File: src/rtl/seq_mult_pkg.sv
// Shared definitions for the parametrised sequential multiplier.
//   state_e     : 3-bit state code, also driven to the seven-segment status decoder
//   calc_ndig   : digits per operand (WIDTH / DIGIT)
//   calc_npp    : partial products per operation (NDIG * NDIG)
//   params_ok   : legal WIDTH/DIGIT combination, checked at elaboration by the top
package seq_mult_pkg;

    typedef enum logic [2:0] {
        ST_IDLE = 3'd0,
        ST_CALC = 3'd1,
        ST_FIX  = 3'd2
    } state_e;

    function automatic int calc_ndig(input int width, input int digit);
        return width / digit;
    endfunction

    function automatic int calc_npp(input int width, input int digit);
        return (width / digit) * (width / digit);
    endfunction

    function automatic bit params_ok(input int width, input int digit);
        return (digit >= 2) && (width >= digit) && ((width % digit) == 0);
    endfunction

endpackage

File: src/rtl/seq_mult_param_mult_digit.sv
// Combinational DIGIT x DIGIT unsigned multiplier.
//   a, b : DIGIT-bit unsigned digits
//   p    : 2*DIGIT-bit product (cannot overflow)
module mult_digit #(
    parameter int DIGIT = 4
) (
    input  logic [DIGIT-1:0]   a,
    input  logic [DIGIT-1:0]   b,
    output logic [2*DIGIT-1:0] p
);

    assign p = {{DIGIT{1'b0}}, a} * {{DIGIT{1'b0}}, b};

endmodule

File: src/rtl/seq_mult_param.sv
// Parametrised sequential multiplier. Operands are captured as magnitudes, one
// DIGIT x DIGIT partial product is shifted and accumulated per clock, and the
// sign is applied once in the FIX state before the result is registered.
//   clk            : rising-edge clock
//   reset_a        : asynchronous active-low reset
//   dataa, datab   : WIDTH-bit operands, sampled on the accepting edge
//   start          : request, accepted only in IDLE (and only without abort)
//   signed_mode    : two's-complement operands (honoured when SIGNED_EN=1)
//   abort          : cancel an operation in CALC or FIX; no result, no done
//   busy           : high from the accepting edge until the result edge
//   done_flag      : one-cycle pulse, product8x8_out valid from this cycle
//   product8x8_out : 2*WIDTH registered result, held until the next done
//   state_out      : IDLE=0, CALC=1, FIX=2
// Handshake: start is a level request; an edge with state==IDLE, start=1 and
// abort=0 accepts it, otherwise it is dropped (no queuing). done_flag is the
// only completion indication and is never stalled by the consumer.
module seq_mult_param
    import seq_mult_pkg::*;
#(
    parameter int WIDTH     = 8,
    parameter int DIGIT     = 4,
    parameter bit SIGNED_EN = 1'b1
) (
    input  logic                 clk,
    input  logic                 reset_a,
    input  logic [WIDTH-1:0]     dataa,
    input  logic [WIDTH-1:0]     datab,
    input  logic                 start,
    input  logic                 signed_mode,
    input  logic                 abort,
    output logic                 busy,
    output logic                 done_flag,
    output logic [2*WIDTH-1:0]   product8x8_out,
    output logic [2:0]           state_out
);

    localparam int NDIG = calc_ndig(WIDTH, DIGIT);
    localparam int NPP  = calc_npp(WIDTH, DIGIT);
    localparam int CW   = (NPP > 1) ? $clog2(NPP) : 1;
    localparam int PW   = 2 * WIDTH;
    localparam logic [CW-1:0] K_LAST = CW'(NPP - 1);

    if (!params_ok(WIDTH, DIGIT)) begin : g_bad_params
        $error("seq_mult_param: WIDTH must be a multiple of DIGIT and DIGIT >= 2");
    end

    state_e             state_q, state_d;
    logic [WIDTH-1:0]   a_q, a_d;
    logic [WIDTH-1:0]   b_q, b_d;
    logic [PW-1:0]      acc_q, acc_d;
    logic [CW-1:0]      k_q, k_d;
    logic               neg_q, neg_d;
    logic [PW-1:0]      prod_q, prod_d;
    logic               done_q, done_d;

    logic               signed_eff;
    logic               a_neg, b_neg;
    logic [WIDTH-1:0]   a_mag, b_mag;
    int                 i_idx, j_idx;
    logic [DIGIT-1:0]   a_dig, b_dig;
    logic [2*DIGIT-1:0] pp;
    logic [PW-1:0]      pp_ext;
    logic [PW-1:0]      acc_sum;
    logic [PW-1:0]      result;

    // Magnitude capture: 0 - x in WIDTH bits maps -2^(WIDTH-1) onto the
    // unsigned value 2^(WIDTH-1), which is exactly the magnitude wanted.
    always_comb begin
        signed_eff = signed_mode & SIGNED_EN;
        a_neg      = signed_eff & dataa[WIDTH-1];
        b_neg      = signed_eff & datab[WIDTH-1];
        a_mag      = a_neg ? (WIDTH'(0) - dataa) : dataa;
        b_mag      = b_neg ? (WIDTH'(0) - datab) : datab;
    end

    // Digit select: k walks i (multiplicand digit) slowly, j (multiplier digit) fast.
    always_comb begin
        i_idx = int'(k_q) / NDIG;
        j_idx = int'(k_q) % NDIG;
        a_dig = '0;
        b_dig = '0;
        for (int n = 0; n < NDIG; n++) begin
            if (n == i_idx) a_dig = a_q[n*DIGIT +: DIGIT];
            if (n == j_idx) b_dig = b_q[n*DIGIT +: DIGIT];
        end
    end

    mult_digit #(
        .DIGIT (DIGIT)
    ) u_mult_digit (
        .a (a_dig),
        .b (b_dig),
        .p (pp)
    );

    always_comb begin
        pp_ext  = PW'(pp) << (DIGIT * (i_idx + j_idx));
        acc_sum = acc_q + pp_ext;
        result  = neg_q ? (PW'(0) - acc_q) : acc_q;
    end

    always_comb begin
        state_d = state_q;
        a_d     = a_q;
        b_d     = b_q;
        acc_d   = acc_q;
        k_d     = k_q;
        neg_d   = neg_q;
        prod_d  = prod_q;
        done_d  = 1'b0;
        case (state_q)
            ST_IDLE: begin
                // abort has priority over a simultaneous start
                if (start && !abort) begin
                    a_d     = a_mag;
                    b_d     = b_mag;
                    neg_d   = a_neg ^ b_neg;
                    acc_d   = '0;
                    k_d     = '0;
                    state_d = ST_CALC;
                end
            end
            ST_CALC: begin
                if (abort) begin
                    state_d = ST_IDLE;
                end else begin
                    acc_d = acc_sum;
                    k_d   = k_q + CW'(1);
                    if (k_q == K_LAST) state_d = ST_FIX;
                end
            end
            ST_FIX: begin
                if (abort) begin
                    state_d = ST_IDLE;
                end else begin
                    prod_d  = result;
                    done_d  = 1'b1;
                    state_d = ST_IDLE;
                end
            end
            default: state_d = ST_IDLE;
        endcase
    end

    always_ff @(posedge clk or negedge reset_a) begin
        if (!reset_a) begin
            state_q <= ST_IDLE;
            a_q     <= '0;
            b_q     <= '0;
            acc_q   <= '0;
            k_q     <= '0;
            neg_q   <= 1'b0;
            prod_q  <= '0;
            done_q  <= 1'b0;
        end else begin
            state_q <= state_d;
            a_q     <= a_d;
            b_q     <= b_d;
            acc_q   <= acc_d;
            k_q     <= k_d;
            neg_q   <= neg_d;
            prod_q  <= prod_d;
            done_q  <= done_d;
        end
    end

    assign busy           = (state_q != ST_IDLE);
    assign done_flag      = done_q;
    assign product8x8_out = prod_q;
    assign state_out      = state_q;

endmodule
File: config.mk
export PLATFORM = sky130hd
export DESIGN_NAME = seq_mult_param
export DESIGN_NICKNAME = d
export VERILOG_FILES = /design/src/rtl/seq_mult_pkg.sv /design/src/rtl/seq_mult_param_mult_digit.sv /design/src/rtl/seq_mult_param.sv
export SDC_FILE = /design/constraint.sdc
export NUM_CORES = 1
export LEC_CHECK = 0
export CORE_AREA = 2 2 106 133
export CTS_CLUSTER_SIZE = 14
export DETAILED_ROUTE_END_ITERATION = 10
export DIE_AREA = 0 0 108 135
export PLACE_DENSITY = 0.49
export SETUP_SLACK_MARGIN = 0.02
export SYNTH_ARGS = -nofsm -noshare
export SYNTH_HDL_FRONTEND = slang
export SYNTH_SLANG_ARGS = --single-unit
File: constraint.sdc
create_clock -name clk -period 11.3 [get_ports clk]
set_input_delay 3.39 -clock clk [delete_from_list [all_inputs] [get_ports clk]]
set_output_delay 3.39 -clock clk [all_outputs]
set_load 0.005 [all_outputs]
Word level (Yosys, flattened, before mapping)
Cells that the tools add are included.
{"block": "totals", "register_bits": 55, "inputBits": 21, "out_inout_bits": 21, "elab_cells": 56}
{"block": "op_classes", "addsub": 6, "mul": 1, "eq_ne": 6, "shifts": 1, "n_mux": 19, "n_bitwise": 4, "reduce_logical": 11}
{"operator": "$logic_not A32 Y1", "count": 2}
{"operator": "$mux W16", "count": 3}
{"operator": "$pmux W16 S2", "count": 1}
{"operator": "$add A16 B16 Y16", "count": 1}
{"operator": "$mux W4", "count": 4}
{"operator": "$mux W8", "count": 2}
{"operator": "$shl A8 B4 Y16", "count": 1}
{"operator": "$sub A1 B16 Y16 const A", "count": 1}
{"operator": "$sub A1 B8 Y8 const A", "count": 2}
{"operator": "$mux W3", "count": 3}
{"operator": "$mul A4 B4 Y8", "count": 1}
{"operator": "$pmux W3 S2", "count": 1}
{"operator": "$reduce_and A2 Y1", "count": 3}
{"operator": "$mux W2", "count": 2}
{"operator": "$ne A2 B2 Y1 const B", "count": 2}
{"operator": "$pmux W2 S2", "count": 1}
{"operator": "$eq A3 B1 Y1 const B", "count": 1}
{"operator": "$eq A3 B2 Y1 const B", "count": 1}
{"operator": "$logic_not A3 Y1", "count": 1}
{"operator": "$ne A3 B3 Y1 const B", "count": 1}
{"operator": "$reduce_and A3 Y1", "count": 1}
{"operator": "$reduce_bool A3 Y1", "count": 1}
{"operator": "$add A1 B1 Y2", "count": 1}
{"operator": "$add A2 B1 Y2 const B", "count": 1}
{"operator": "8 further kinds", "count": 10}

Logic depth before layout (Yosys ltp)
Gate-level depths: netlist of the first run.
{"block": "depth", "ltp_word": 8, "mapped_depth": 22, "mapped_depth_nobuf": 21}

Hierarchy
From an unflattened synthesis of the first run, not the netlist that was laid out.
{"block": "unflattened", "cells_unflattened": 453, "area_unflattened_um2": 4012.6}
{"module": "seq_mult_param", "instances": 1, "cells_each": 402, "area_each_um2": 3564.7, "seq_area_each_um2": 1351.3}
{"module": "mult_digit", "instances": 1, "cells_each": 51, "area_each_um2": 447.9, "seq_area_each_um2": 0.0}

Least setup slack after synthesis of the first run
No wires, ideal clock.
{"block": "synth_path", "path_type": "flip-flop to flip-flop", "from": "register k_q[0]", "to": "register acc_q[12]", "setup_ps": 125, "t_arrival_ps": 4946, "required_time_ps": 11175, "slack_ps": 6229, "stages_incl_launch_ff": 23, "n_path_buf": 1, "period_less_slack_ps": 5071, "cell_sequence": "dfrtp_1 -> clkbuf_1 -> mux2i_1 -> or2_2 -> fa_1 -> inv_1 -> fa_1 -> ha_1 -> a211oi_1 -> nor2_1 -> o21a_1 -> nor2_1 -> xor2_1 -> mux2_2 -> nor2_1 -> ha_1 -> a21o_1 -> a21o_1 -> a221o_1 -> a21o_1 -> a21oi_2 -> xor2_1 -> o21ai_1"}
{"block": "synth_via", "elab_chain_len": 8, "word_cells_on_any_way": 9, "cone_classes": "add/sub (2); mul (1); shift (1); mux (4); reduce/logical (1)"}
{"element": "start, declared", "line": "seq_mult_param.sv:51", "source": "logic [CW-1:0] k_q, k_d;"}
{"element": "start signal, assigned", "line": "seq_mult_param.sv:160", "source": "k_q <= k_d;"}
{"element": "$logic_not A32 Y1", "line": "seq_mult_param.sv:84", "source": "if (n == j_idx) b_dig = b_q[n*DIGIT +: DIGIT];"}
{"element": "$mux W4 (2 in a row)", "line": "seq_mult_param.sv:84"}
{"element": "$mul A4 B4 Y8", "line": "seq_mult_param_mult_digit.sv:12", "source": "assign p = {{DIGIT{1'b0}}, a} * {{DIGIT{1'b0}}, b};"}
{"element": "$shl A8 B4 Y16 *", "line": "seq_mult_param.sv:97", "source": "pp_ext = PW'(pp) << (DIGIT * (i_idx + j_idx));"}
{"element": "$add A16 B16 Y16 *", "line": "seq_mult_param.sv:98", "source": "acc_sum = acc_q + pp_ext;"}
{"element": "$mux W16 *", "line": "seq_mult_param.sv:124", "source": "if (abort) begin"}
{"element": "$pmux W16 S2 *", "line": "seq_mult_param.sv:111", "source": "case (state_q)"}
{"element": "end signal, assigned", "line": "seq_mult_param.sv:150", "source": "acc_q <= '0;"}
{"element": "end signal, assigned", "line": "seq_mult_param.sv:159", "source": "acc_q <= acc_d;"}
{"element": "end, declared", "line": "seq_mult_param.sv:50", "source": "logic [PW-1:0] acc_q, acc_d;"}
Every way passes the cells marked *; elsewhere a longest branch is shown, timed or not. The select of a mux whose other input is x is not followed.
A chain may end at the register's enable or synchronous reset.

Worst setup path after layout of the first run
{"block": "layout_path", "from": "register k_q[1]", "to": "register acc_q[12]"}
{"block": "layout_via", "elab_chain_len": 8, "word_cells_on_any_way": 9, "cone_classes": "add/sub (2); mul (1); shift (1); mux (4); reduce/logical (1)"}
{"element": "$logic_not A32 Y1", "line": "seq_mult_param.sv:83", "source": "if (n == i_idx) a_dig = a_q[n*DIGIT +: DIGIT];"}
{"element": "$mux W4 (2 in a row)", "line": "seq_mult_param.sv:83"}
{"element": "$mul A4 B4 Y8", "line": "seq_mult_param_mult_digit.sv:12"}
{"element": "$shl A8 B4 Y16 *", "line": "seq_mult_param.sv:97"}
{"element": "$add A16 B16 Y16 *", "line": "seq_mult_param.sv:98"}
{"element": "$mux W16 *", "line": "seq_mult_param.sv:124"}
{"element": "$pmux W16 S2 *", "line": "seq_mult_param.sv:111"}
Marked as above.

==> flow_metrics.py, run 1 <==
metrics = {
    "worst_setup_path": {
        "worstSetupPathType": "register to register",
        "cp.required_ns": 11.46,
        "critPathMaxFanout": 6,
        "start_kind": "register",
        "critPathCaptureType": "register",
        "crit_arrival_ns": 5.63,
    },
    "power": {
        "power_density_nw_per_um2": 250,
        "p_sw_w": 0.000511,
        "combPwrFrac": 0.596,
        "pwr-share-seq": 0.272,
        "p_leak_nw": 2.10,
        "swShare": 0.441,
        "ir_drop_v": 0.000103,
        "clkPwrFrac": 0.132,
        "p_int_w": 0.000648,
        "finalPower_w": 0.00116,
    },
    "timing": {
        "finalCritPeriodShare": 0.483,
        "finClkSkew_ns": 0.00502,
        "rsz0062_at_grt": "no",
        "period_minus_slack_ns": 5.46,
        "finalSetupTns_ns": 0,
        "slew-limit-headroom": 0.263,
        "setup_viol": 0,
        "finalHoldViolations": 0,
        "fmax_ghz": 0.183,
        "slew_violations": 0,
        "worstMarginPinSlew_ns": 1.10,
    },
    "clocking": {
        "cts_buffers": 5,
        "cts_tree": "built",
        "insertion_delay_ns": 0.29,
        "ctsLongestPathBuffers": 2,
        "cts_setup_buffers": 0,
        "ctsResizeCount": 0,
        "cts-root-buf": "clkbuf_16",
        "htreeDepth": 2,
        "clk_pin_slew_worst_paths_ns": 0.07,
        "hold_buffers": 0,
        "clock_sinks": 54,
    },
    "place": {
        "place_inst": 638,
        "port_buffers": 40,
        "place_congestion": 0.828,
        "place_hpwl_um": 6900,
    },
    "route": {
        "initialDrtViolationCount": 102,
        "wl_per_cell_um": 13.4,
        "wl_um": 8650,
        "drc": 0,
        "num_vias": 3083,
        "antenna_left": 0,
        "drt_pass1_iterations": 4,
        "via_per_inst": 4.77,
    },
    "global_route": {
        "antenna_found_initial": 0,
        "grt_start_max_net_pins": 55,
        "grt_pass1_vias": 3078,
        "grt.total_usage": 0.128,
        "grt_overflow": 0,
        "grt_pass1_wl_um": 14900,
    },
    "die": {
        "die_y_um": 135,
        "row_count": 47,
        "die_x_um": 108,
        "start_util": 0.296,
        "num_io_pins": 42,
        "core_um2": 13200,
        "dieArea_um2": 14600,
    },
    "layout": {
        "drive_gt1_frac": 0.0589,
        "antennaDiodeCount": 0,
        "seq_area_um2": 1350,
        "instances_no_fill": 646,
        "final_nets": 531,
        "area_delta_synth_final_pct": 18.0,
        "multi_input_area_um2": 2450,
        "n_fill_cell": 1406,
    },
    "logic_synthesis": {
        "seq_area_frac_synth": 0.345,
        "synth_top_family_by_area": "compound AO/OA/AOI/OAI gates",
        "synth-xor-area-share": 0.0916,
        "synth_area_leader_cell": "dfrtp_1",
        "synth-simple-area-share": 0.179,
        "postSynthCellCount": 441,
        "yosysMostFrequentCell": "dfrtp_1",
        "synth-edff-count": 0,
        "synth_mux_area_frac": 0.0472,
        "synthTopCellsByArea": "dfrtp_1 (34%), ha_1 (9.9%), xor2_1 (5.1%)",
        "synth_top_area_share": 0.345,
        "syn_nets": 498,
        "ys_async_sr_fraction": 1.00,
        "ys_seq_elements": 54,
        "synth-compound-area-share": 0.181,
        "syn_area_um2": 3920,
        "syn_area_per_cell_um2": 8.89,
        "synth_flop_cell": "dfrtp_1",
        "ys_top_cells_by_count": "dfrtp_1 (54), nor2_1 (49), nand2_1 (46)",
        "ys_types": 49,
        "synth_fa_ha_area_frac": 0.124,
        "synth_warnings": 0,
    },
    "worst_hold_path": {
        "min_path_type": "register to register",
    },
    "flow_run": {
        "max_cap_viol_count": 0,
    },
    "run_status": {
        "status": "completed",
    },
}
## kinds of logic (layout without fill, tap and decap cells)
family | Yosys count | in the layout
flip-flops | 54 | 54
AO/OA/AOI/OAI | 111 | 111
AND/OR/NAND/NOR | 148 | 148
adder cells (fa/ha/maj) | 36 | 36
XOR/XNOR | 41 | 41
buffers and inverters | 32 | 66
other | 1 | 1
multiplexers | 18 | 18
## final cells by class
| class | count | share of cell area |
|---|---|---|
| clock buffer | 6 | 0.0278 |
| clock inverter | 2 | 0.00297 |
| inverter | 16 | 0.0130 |
| multi-input combinational | 355 | 0.529 |
| sequential | 54 | 0.292 |
| tap | 171 | 0.0462 |
| timing repair buffer | 42 | 0.0887 |
## per-stage QoR
step	hold WS, ns	setup WS, ns	cell area [um2]	util
final	0.477	5.84	4630	0.350
after global routing	0.501	5.43	4630	0.350
after CTS	0.484	5.83	4630	0.350
after detailed placement	0.466	5.82	4490	0.339
after global placement	0.460	5.85	4490	0.339
after floorplan	0.446	6.23	3920	-
## cell usage in the layout, fill, tap and decap left out, types with 8 or more instances in the layout
| cell | synthesis | layout |
|---|---|---|
| a21o_1 | 9 | 9 |
| a21oi_1 | 31 | 31 |
| dfrtp_1 | 54 | 54 |
| inv_1 | 16 | 16 |
| nor2_1 | 49 | 49 |
| mux2i_1 | 14 | 14 |
| nor2b_1 | 8 | 8 |
| clkdlybuf4s50_1 | 0 | 39 |
| nand2_1 | 46 | 46 |
| o21ai_0 | 15 | 15 |
| or3_1 | 8 | 8 |
| o21ai_1 | 22 | 22 |
| ha_1 | 31 | 31 |
| nand3_1 | 10 | 10 |
| xnor2_1 | 18 | 18 |
| xor2_1 | 23 | 23 |
## layer usage
| layer | vias to the layer above | wire length [um] | GRT usage |
|---|---|---|---|
| li1 | 1608 | - | - |
| met1 | 1426 | 3720 | 0.147 |
| met2 | 43 | 4630 | 0.246 |
| met3 | 6 | 206 | 0.0159 |
| met4 | 0 | 93 | 0.0321 |
| met5 | - | 0 | 0 |
## critical path, cell delays in order (launching register included)
cell and delay, ns:
dfrtp_1 0.52, mux2i_1 0.21, or2_2 0.35, fa_1 0.53, inv_1 0.05, fa_1 0.49, ha_1 0.32, a211oi_1 0.23
nor2_1 0.12, o21a_1 0.18, nor2_1 0.10, xor2_1 0.25, mux2_2 0.20, nor2_1 0.04, ha_1 0.34, and3_1 0.21
a31o_1 0.23, a221o_1 0.34, a21o_1 0.22, a21oi_2 0.14, xor2_1 0.18, o21ai_1 0.07
## flip-flops by register name, summed over array words and instances (netlist names)
name            count
b_q                 8
state_out           2
product8x8_out     16
a_q                 8
neg_q               1
k_q                 2
done_flag           1
acc_q              16
## power groups by stage
stage / Sequential, W / Clock [W] / Combinational (W)
finish: 0.000315 / 0.000154 / 0.000690
global route: 0.000327 / 0.000168 / 0.000783
CTS: 0.000317 / 0.000161 / 0.000699
detailed placement: 0.000321 / 0 / 0.000694
global placement: 0.000318 / 0 / 0.000684
floorplan: 0.000300 / 0 / 0.000520
## final timing paths
check | slack [ns] | cells after the start | startpoint | end
worst max-delay path | 5.84 | 21 | k_q[1] | acc_q[12]
worst min-delay path | 0.48 | 2 | a_q[7] | a_q[7]
worst max register to register | 5.84 | 21 | k_q[1] | acc_q[12]
worst min register to register | 0.48 | 2 | a_q[7] | a_q[7]
max in group asynchronous | 7.64 | 2 | reset_a | b_q[2]
min in group asynchronous | 3.22 | 2 | reset_a | product8x8_out[14]
No activity file was read; power rests on OpenSTA's default activity.
==> run 2: changes to the inputs <==
==> constraint.sdc (replaced) <==
create_clock -name clk -period 5.6 [get_ports clk]
set_input_delay 1.68 -clock clk [delete_from_list [all_inputs] [get_ports clk]]
set_output_delay 1.68 -clock clk [all_outputs]
set_load 0.005 [all_outputs]
==> run 2 against run 1 <==
Total power rose by 100%. Wire length grew 2.5%. Sequential share of layout area down 0.056 points. Die area is the same. Utilization increased by 0.13 points. Clock skew is essentially flat. Sequential power grew 100%. Critical path depth did not move. Final area is 0.38% higher.
==> flow_metrics.py, run 2 (synthesis results as in run 1) <==
metrics = {
    "worst_setup_path": {
        "cpPeakStageDelay_ns": 0.53,
        "crit_arrival_ns": 5.45,
        "crit_family": "adder cells",
        "start_kind": "register",
        "cp.required_ns": 5.76,
        "critPathMaxFanout": 7,
        "cp_cell_sequence": "mux2i_1 > or2_2 > fa_1 > inv_1 > fa_1 > ha_1 > a211oi_2 > nor2_2 > o21a_1 > nor2_1 > xor2_1 > mux2_2 > nor2_1 > ha_1 > a21o_1 > a21o_1 > a221o_1 > a21o_1 > a21oi_2 > xor2_1 > o21ai_1",
        "cp_slowest_cell": "fa_1",
        "crit_buf_inv": 1,
        "worstSetupPathType": "register to register",
        "cpMostUsedCell": "a21o_1",
        "critPathCaptureType": "register",
    },
    "clocking": {
        "htreeDepth": 2,
        "cts_tree": "built",
        "cts_buffers": 5,
        "clk_pin_slew_worst_paths_ns": 0.07,
        "ctsLongestPathBuffers": 2,
        "insertion_delay_ns": 0.30,
        "hold_buffers": 0,
        "clock_sinks": 54,
        "cts-root-buf": "clkbuf_16",
    },
    "global_route": {
        "grt.total_usage": 0.129,
        "grt_util_met2": 0.251,
        "global_route.usage.met1": 0.144,
        "antenna_found_initial": 0,
        "busiest_layer": "met2",
        "grt_pass1_vias": 3154,
        "grt_use_met3": 0.0174,
        "grt_pass1_wl_um": 15000,
        "grt_overflow": 0,
        "grt_start_max_net_pins": 55,
    },
    "route": {
        "initialDrtViolationCount": 106,
        "wl_per_cell_um": 13.7,
        "wl_um": 8870,
        "drt_pass1_iterations": 6,
        "via_per_inst": 4.82,
        "drc": 0,
        "num_vias": 3120,
        "antenna_left": 0,
    },
    "timing": {
        "rsz0062_at_grt": "no",
        "finalCritPeriodShare": 0.944,
        "fmax_ghz": 0.189,
        "finalHoldViolations": 0,
        "period_minus_slack_ns": 5.29,
        "slew-limit-headroom": 0.324,
        "finClkSkew_ns": 0.00521,
        "slew_violations": 0,
        "worstMarginPinSlew_ns": 1.01,
        "finalSetupTns_ns": 0,
        "setup_viol": 0,
    },
    "place": {
        "placed_area_um2": 4490,
        "place_congestion": 0.769,
        "port_buffers": 40,
        "place_hpwl_um": 6940,
    },
    "power": {
        "p_leak_nw": 2.10,
        "ir_drop_v": 0.000160,
        "power_density_nw_per_um2": 504,
    },
    "die": {
        "core_um2": 13200,
        "num_io_pins": 42,
        "die_y_um": 135,
        "dieArea_um2": 14600,
        "start_util": 0.296,
        "row_count": 47,
        "die_x_um": 108,
    },
    "layout": {
        "layout_common_cells": "dfrtp_1 (52), nor2_1 (48), nand2_1 (46)",
        "final_nets": 532,
        "design_area_um2": 4650,
        "final_common_cell": "dfrtp_1",
        "drive_gt1_frac": 0.0693,
        "area_delta_synth_final_pct": 18.5,
        "antennaDiodeCount": 0,
    },
    "run_status": {
        "status": "completed",
    },
    "worst_hold_path": {
        "min_path_type": "register to register",
    },
    "flow_run": {
        "max_cap_viol_count": 0,
    },
}
==> run 2: cell types whose count changed in the layout (fill, tap and decap cells not counted), sizes merged <==
cell  before  now
buf        3    4
==> run 2: timing repair <==
action / in CTS / in global routing
endpoints found under the hold margin: 0 / 0
gates resized for setup: 0 / 4
buffers inserted: 0 / 0
setup endpoints to repair: 0 / 2
==> run 2: layout make-up <==
cell class	count	area [um2]
fillers	1386	8590
multi-input cells	355	2460
flip-flops and latches	54	1350
repair buffers	43	418
well taps	171	214
clock buffers	6	129
inverters	16	60.1
clock inverters	2	13.8
==> run 2: worst register-to-register path: stages (launching register included) <==
cell and delay, ns:
dfrtp_2 0.48, mux2i_1 0.19, or2_2 0.32, fa_1 0.53, inv_1 0.05, fa_1 0.49
ha_1 0.34, a211oi_2 0.24, nor2_2 0.09, o21a_1 0.17, nor2_1 0.11, xor2_1 0.21
mux2_2 0.18, nor2_1 0.04, ha_1 0.34, a21o_1 0.19, a21o_1 0.18, a221o_1 0.41
a21o_1 0.21, a21oi_2 0.14, xor2_1 0.18, o21ai_1 0.07
==> run 2: metal layers <==
metal	vias up	wire length [um]
met1	1439	3680
li1	1611	-
met4	0	183
met5	-	0
met2	59	4740
met3	11	266
==> run 2: final timing paths <==
check / startpoint / endpoint / slack [ns] / cells after the start
max: k_q[0] / acc_q[12] / 0.31 / 21
max in group asynchronous: reset_a / k_q[1] / 3.58 / 2
max reg2reg: k_q[0] / acc_q[12] / 0.31 / 21
min in group asynchronous: reset_a / product8x8_out[1] / 1.50 / 2
min reg2reg: b_q[3] / b_q[3] / 0.48 / 2
min: b_q[3] / b_q[3] / 0.48 / 2
==> run 2: metrics by stage <==
stage	hold WS [ns]	utilization	worst slack, ns	std cells	power [W]
after floorplan	0.446	-	0.529	441	0.00165
after global placement	0.470	0.340	0.387	639	0.00202
after detailed placement	0.471	0.340	0.262	639	0.00204
after CTS	0.489	0.350	0.239	647	0.00237
after global routing	0.512	0.351	0.0763	647	0.00259
final	0.482	0.351	0.312	647	0.00234
==> run 2: power by group <==
group	internal (W)	switching, W	total (W)	leakage [nW]
combinational	0.000635	0.000756	0.00139	1.32
clock	0.000166	0.000147	0.000314	0.0708
sequential	0.000511	0.000127	0.000638	0.710
==> run 3: changes to the inputs <==
--- a/config.mk
+++ b/config.mk
@@ -5,6 +5,7 @@
 export SDC_FILE = /design/constraint.sdc
 export NUM_CORES = 1
 export LEC_CHECK = 0
+export CAP_MARGIN = 10
 export CORE_AREA = 2 2 106 133
 export CTS_CLUSTER_SIZE = 14
 export DETAILED_ROUTE_END_ITERATION = 10
==> constraint.sdc (replaced) <==
create_clock -name clk -period 5.4 [get_ports clk]
set_input_delay 1.62 -clock clk [delete_from_list [all_inputs] [get_ports clk]]
set_output_delay 1.62 -clock clk [all_outputs]
set_load 0.005 [all_outputs]
==> run 3 against run 2 <==
Fmax rose by 3.3%. Sequential power grew 4.7%. Clock skew down 0.0023 ns. Via count increased by 0.83%. Total power is 7.9% higher. Die area unchanged. Final area up 2.1%. Combinational power grew 10%. Global-route usage is 0.16 points higher. Critical path type unchanged.
==> flow_metrics.py, run 3 (synthesis results as in run 1) <==
metrics = {
    "clocking": {
        "clock_sinks": 54,
        "hold_buffers": 0,
        "clk_pin_slew_worst_paths_ns": 0.07,
        "htreeDepth": 2,
        "insertion_delay_ns": 0.29,
        "cts_buffers": 5,
        "cts-root-buf": "clkbuf_16",
        "cts_tree": "built",
        "ctsLongestPathBuffers": 2,
    },
    "die": {
        "row_count": 47,
        "start_util": 0.296,
        "die_x_um": 108,
        "die_y_um": 135,
        "num_io_pins": 42,
        "core_um2": 13200,
        "dieArea_um2": 14600,
    },
    "power": {
        "ir_drop_v": 0.000180,
        "finalPower_w": 0.00253,
        "p_leak_nw": 2.14,
        "power_density_nw_per_um2": 533,
    },
    "layout": {
        "design_area_um2": 4740,
        "layout_common_cells": "dfrtp_1 (52), nor2_1 (48), nand2_1 (46)",
        "area_delta_synth_final_pct": 21.0,
        "instances_no_fill": 653,
        "drive_gt1_frac": 0.0913,
        "n_fill_cell": 1387,
        "multi_input_area_um2": 2510,
        "final_common_cell": "dfrtp_1",
        "final_nets": 538,
        "antennaDiodeCount": 0,
        "seq_area_um2": 1350,
    },
    "timing": {
        "finalSetupTns_ns": 0,
        "fmax_ghz": 0.195,
        "worstMarginPinSlew_ns": 1.01,
        "slew_violations": 0,
        "period_minus_slack_ns": 5.12,
        "rsz0062_at_grt": "no",
        "layout_setup_ws_ns": 0.283,
        "finalCritPeriodShare": 0.948,
        "slew-limit-headroom": 0.321,
        "finClkSkew_ns": 0.00294,
        "setup_viol": 0,
        "finalHoldViolations": 0,
    },
    "worst_setup_path": {
        "crit_family": "adder cells",
        "cp_slowest_cell": "fa_1",
        "cp.required_ns": 5.56,
        "crit_arrival_ns": 5.28,
        "worstSetupPathType": "register to register",
        "critPathCaptureType": "register",
        "cpMostUsedCell": "a21o_1",
        "cp.depth": 21,
        "start_kind": "register",
        "reg2regPathDepth": 21,
        "crit_buf_inv": 1,
        "cp_cell_sequence": "mux2i_4 > or2_2 > fa_1 > inv_1 > fa_1 > ha_4 > a211oi_2 > nor2_2 > o21a_1 > nor2_1 > xor2_1 > mux2_4 > nor2_1 > ha_1 > a21o_1 > a21o_1 > a221o_1 > a21o_1 > a21oi_2 > xor2_1 > o21ai_1",
        "cpPeakStageDelay_ns": 0.56,
        "critPathMaxFanout": 7,
    },
    "place": {
        "placed_area_um2": 4500,
        "place_inst": 640,
        "place_congestion": 0.780,
        "place_hpwl_um": 6910,
        "dp_slack_ns": 0.0966,
        "port_buffers": 40,
    },
    "global_route": {
        "grt_pass1_wl_um": 15300,
        "grt_pass1_vias": 3174,
        "grt.total_usage": 0.131,
        "grt_start_max_net_pins": 55,
        "grt_overflow": 0,
        "antenna_found_initial": 0,
    },
    "flow_run": {
        "max_cap_viol_count": 0,
    },
    "route": {
        "num_vias": 3146,
        "drc": 0,
        "topRoutingLayerUsed": "met4",
        "drt_pass1_iterations": 4,
        "wl_um": 8880,
        "antenna_left": 0,
        "wl_per_cell_um": 13.6,
        "m1WireLength_um": 3740,
        "wl_met3_um": 257,
        "wl_met2_um": 4580,
        "initialDrtViolationCount": 87,
        "via_per_inst": 4.82,
    },
    "worst_hold_path": {
        "holdPathStages": 2,
        "min_path_type": "register to register",
    },
    "run_status": {
        "status": "completed",
    },
}
## run 3: cell type report
cell class	instances	area share
inverter	16	0.0127
tap	171	0.0451
clock inverter	2	0.00290
timing repair buffer	49	0.0976
multi-input combinational	355	0.529
clock buffer	6	0.0272
sequential	54	0.285
## run 3: routing by layer
metal  track usage  vias to the layer above
li1              -                     1620
met1         0.150                     1443
met2         0.242                       63
met3        0.0179                       20
met4        0.0520                        0
met5             0                        -
## run 3: metrics by stage
stage	utilization	hold slack, ns
floorplan	-	0.446
global placement	0.340	0.469
detailed placement	0.340	0.474
CTS	0.351	0.492
global route	0.358	0.519
finish	0.358	0.490
## run 3: repair_timing
action                                  in CTS  in global routing
gates resized for setup                      0                 13
setup buffers                                0                  5
endpoints found under the setup margin       0                  4
## run 3: final timing paths
path	slack, ns	to	from
min in group asynchronous	1.45	product8x8_out[1]	reset_a
setup reg to reg	0.28	acc_q[12]	k_q[0]
max in group asynchronous	3.46	k_q[0]	reset_a
hold / removal	0.49	a_q[6]	a_q[6]
setup / recovery	0.28	acc_q[12]	k_q[0]
hold reg to reg	0.49	a_q[6]	a_q[6]
## run 3: report_power, final
group / internal, W / leakage, nW / switching (W)
combinational: 0.000725 / 1.35 / 0.000810
clock: 0.000173 / 0.0708 / 0.000152
sequential: 0.000530 / 0.710 / 0.000138
## run 3: worst reg2reg max path, delay by kind of cell, from the launching register on
kind | cells | cell delay, ns
fa+ha+maj | 4 | 1.63
flops | 1 | 0.49
xor+xnor | 2 | 0.38
compound gates | 8 | 1.49
simple gates | 4 | 0.55
mux | 2 | 0.40
buf+inv | 1 | 0.05
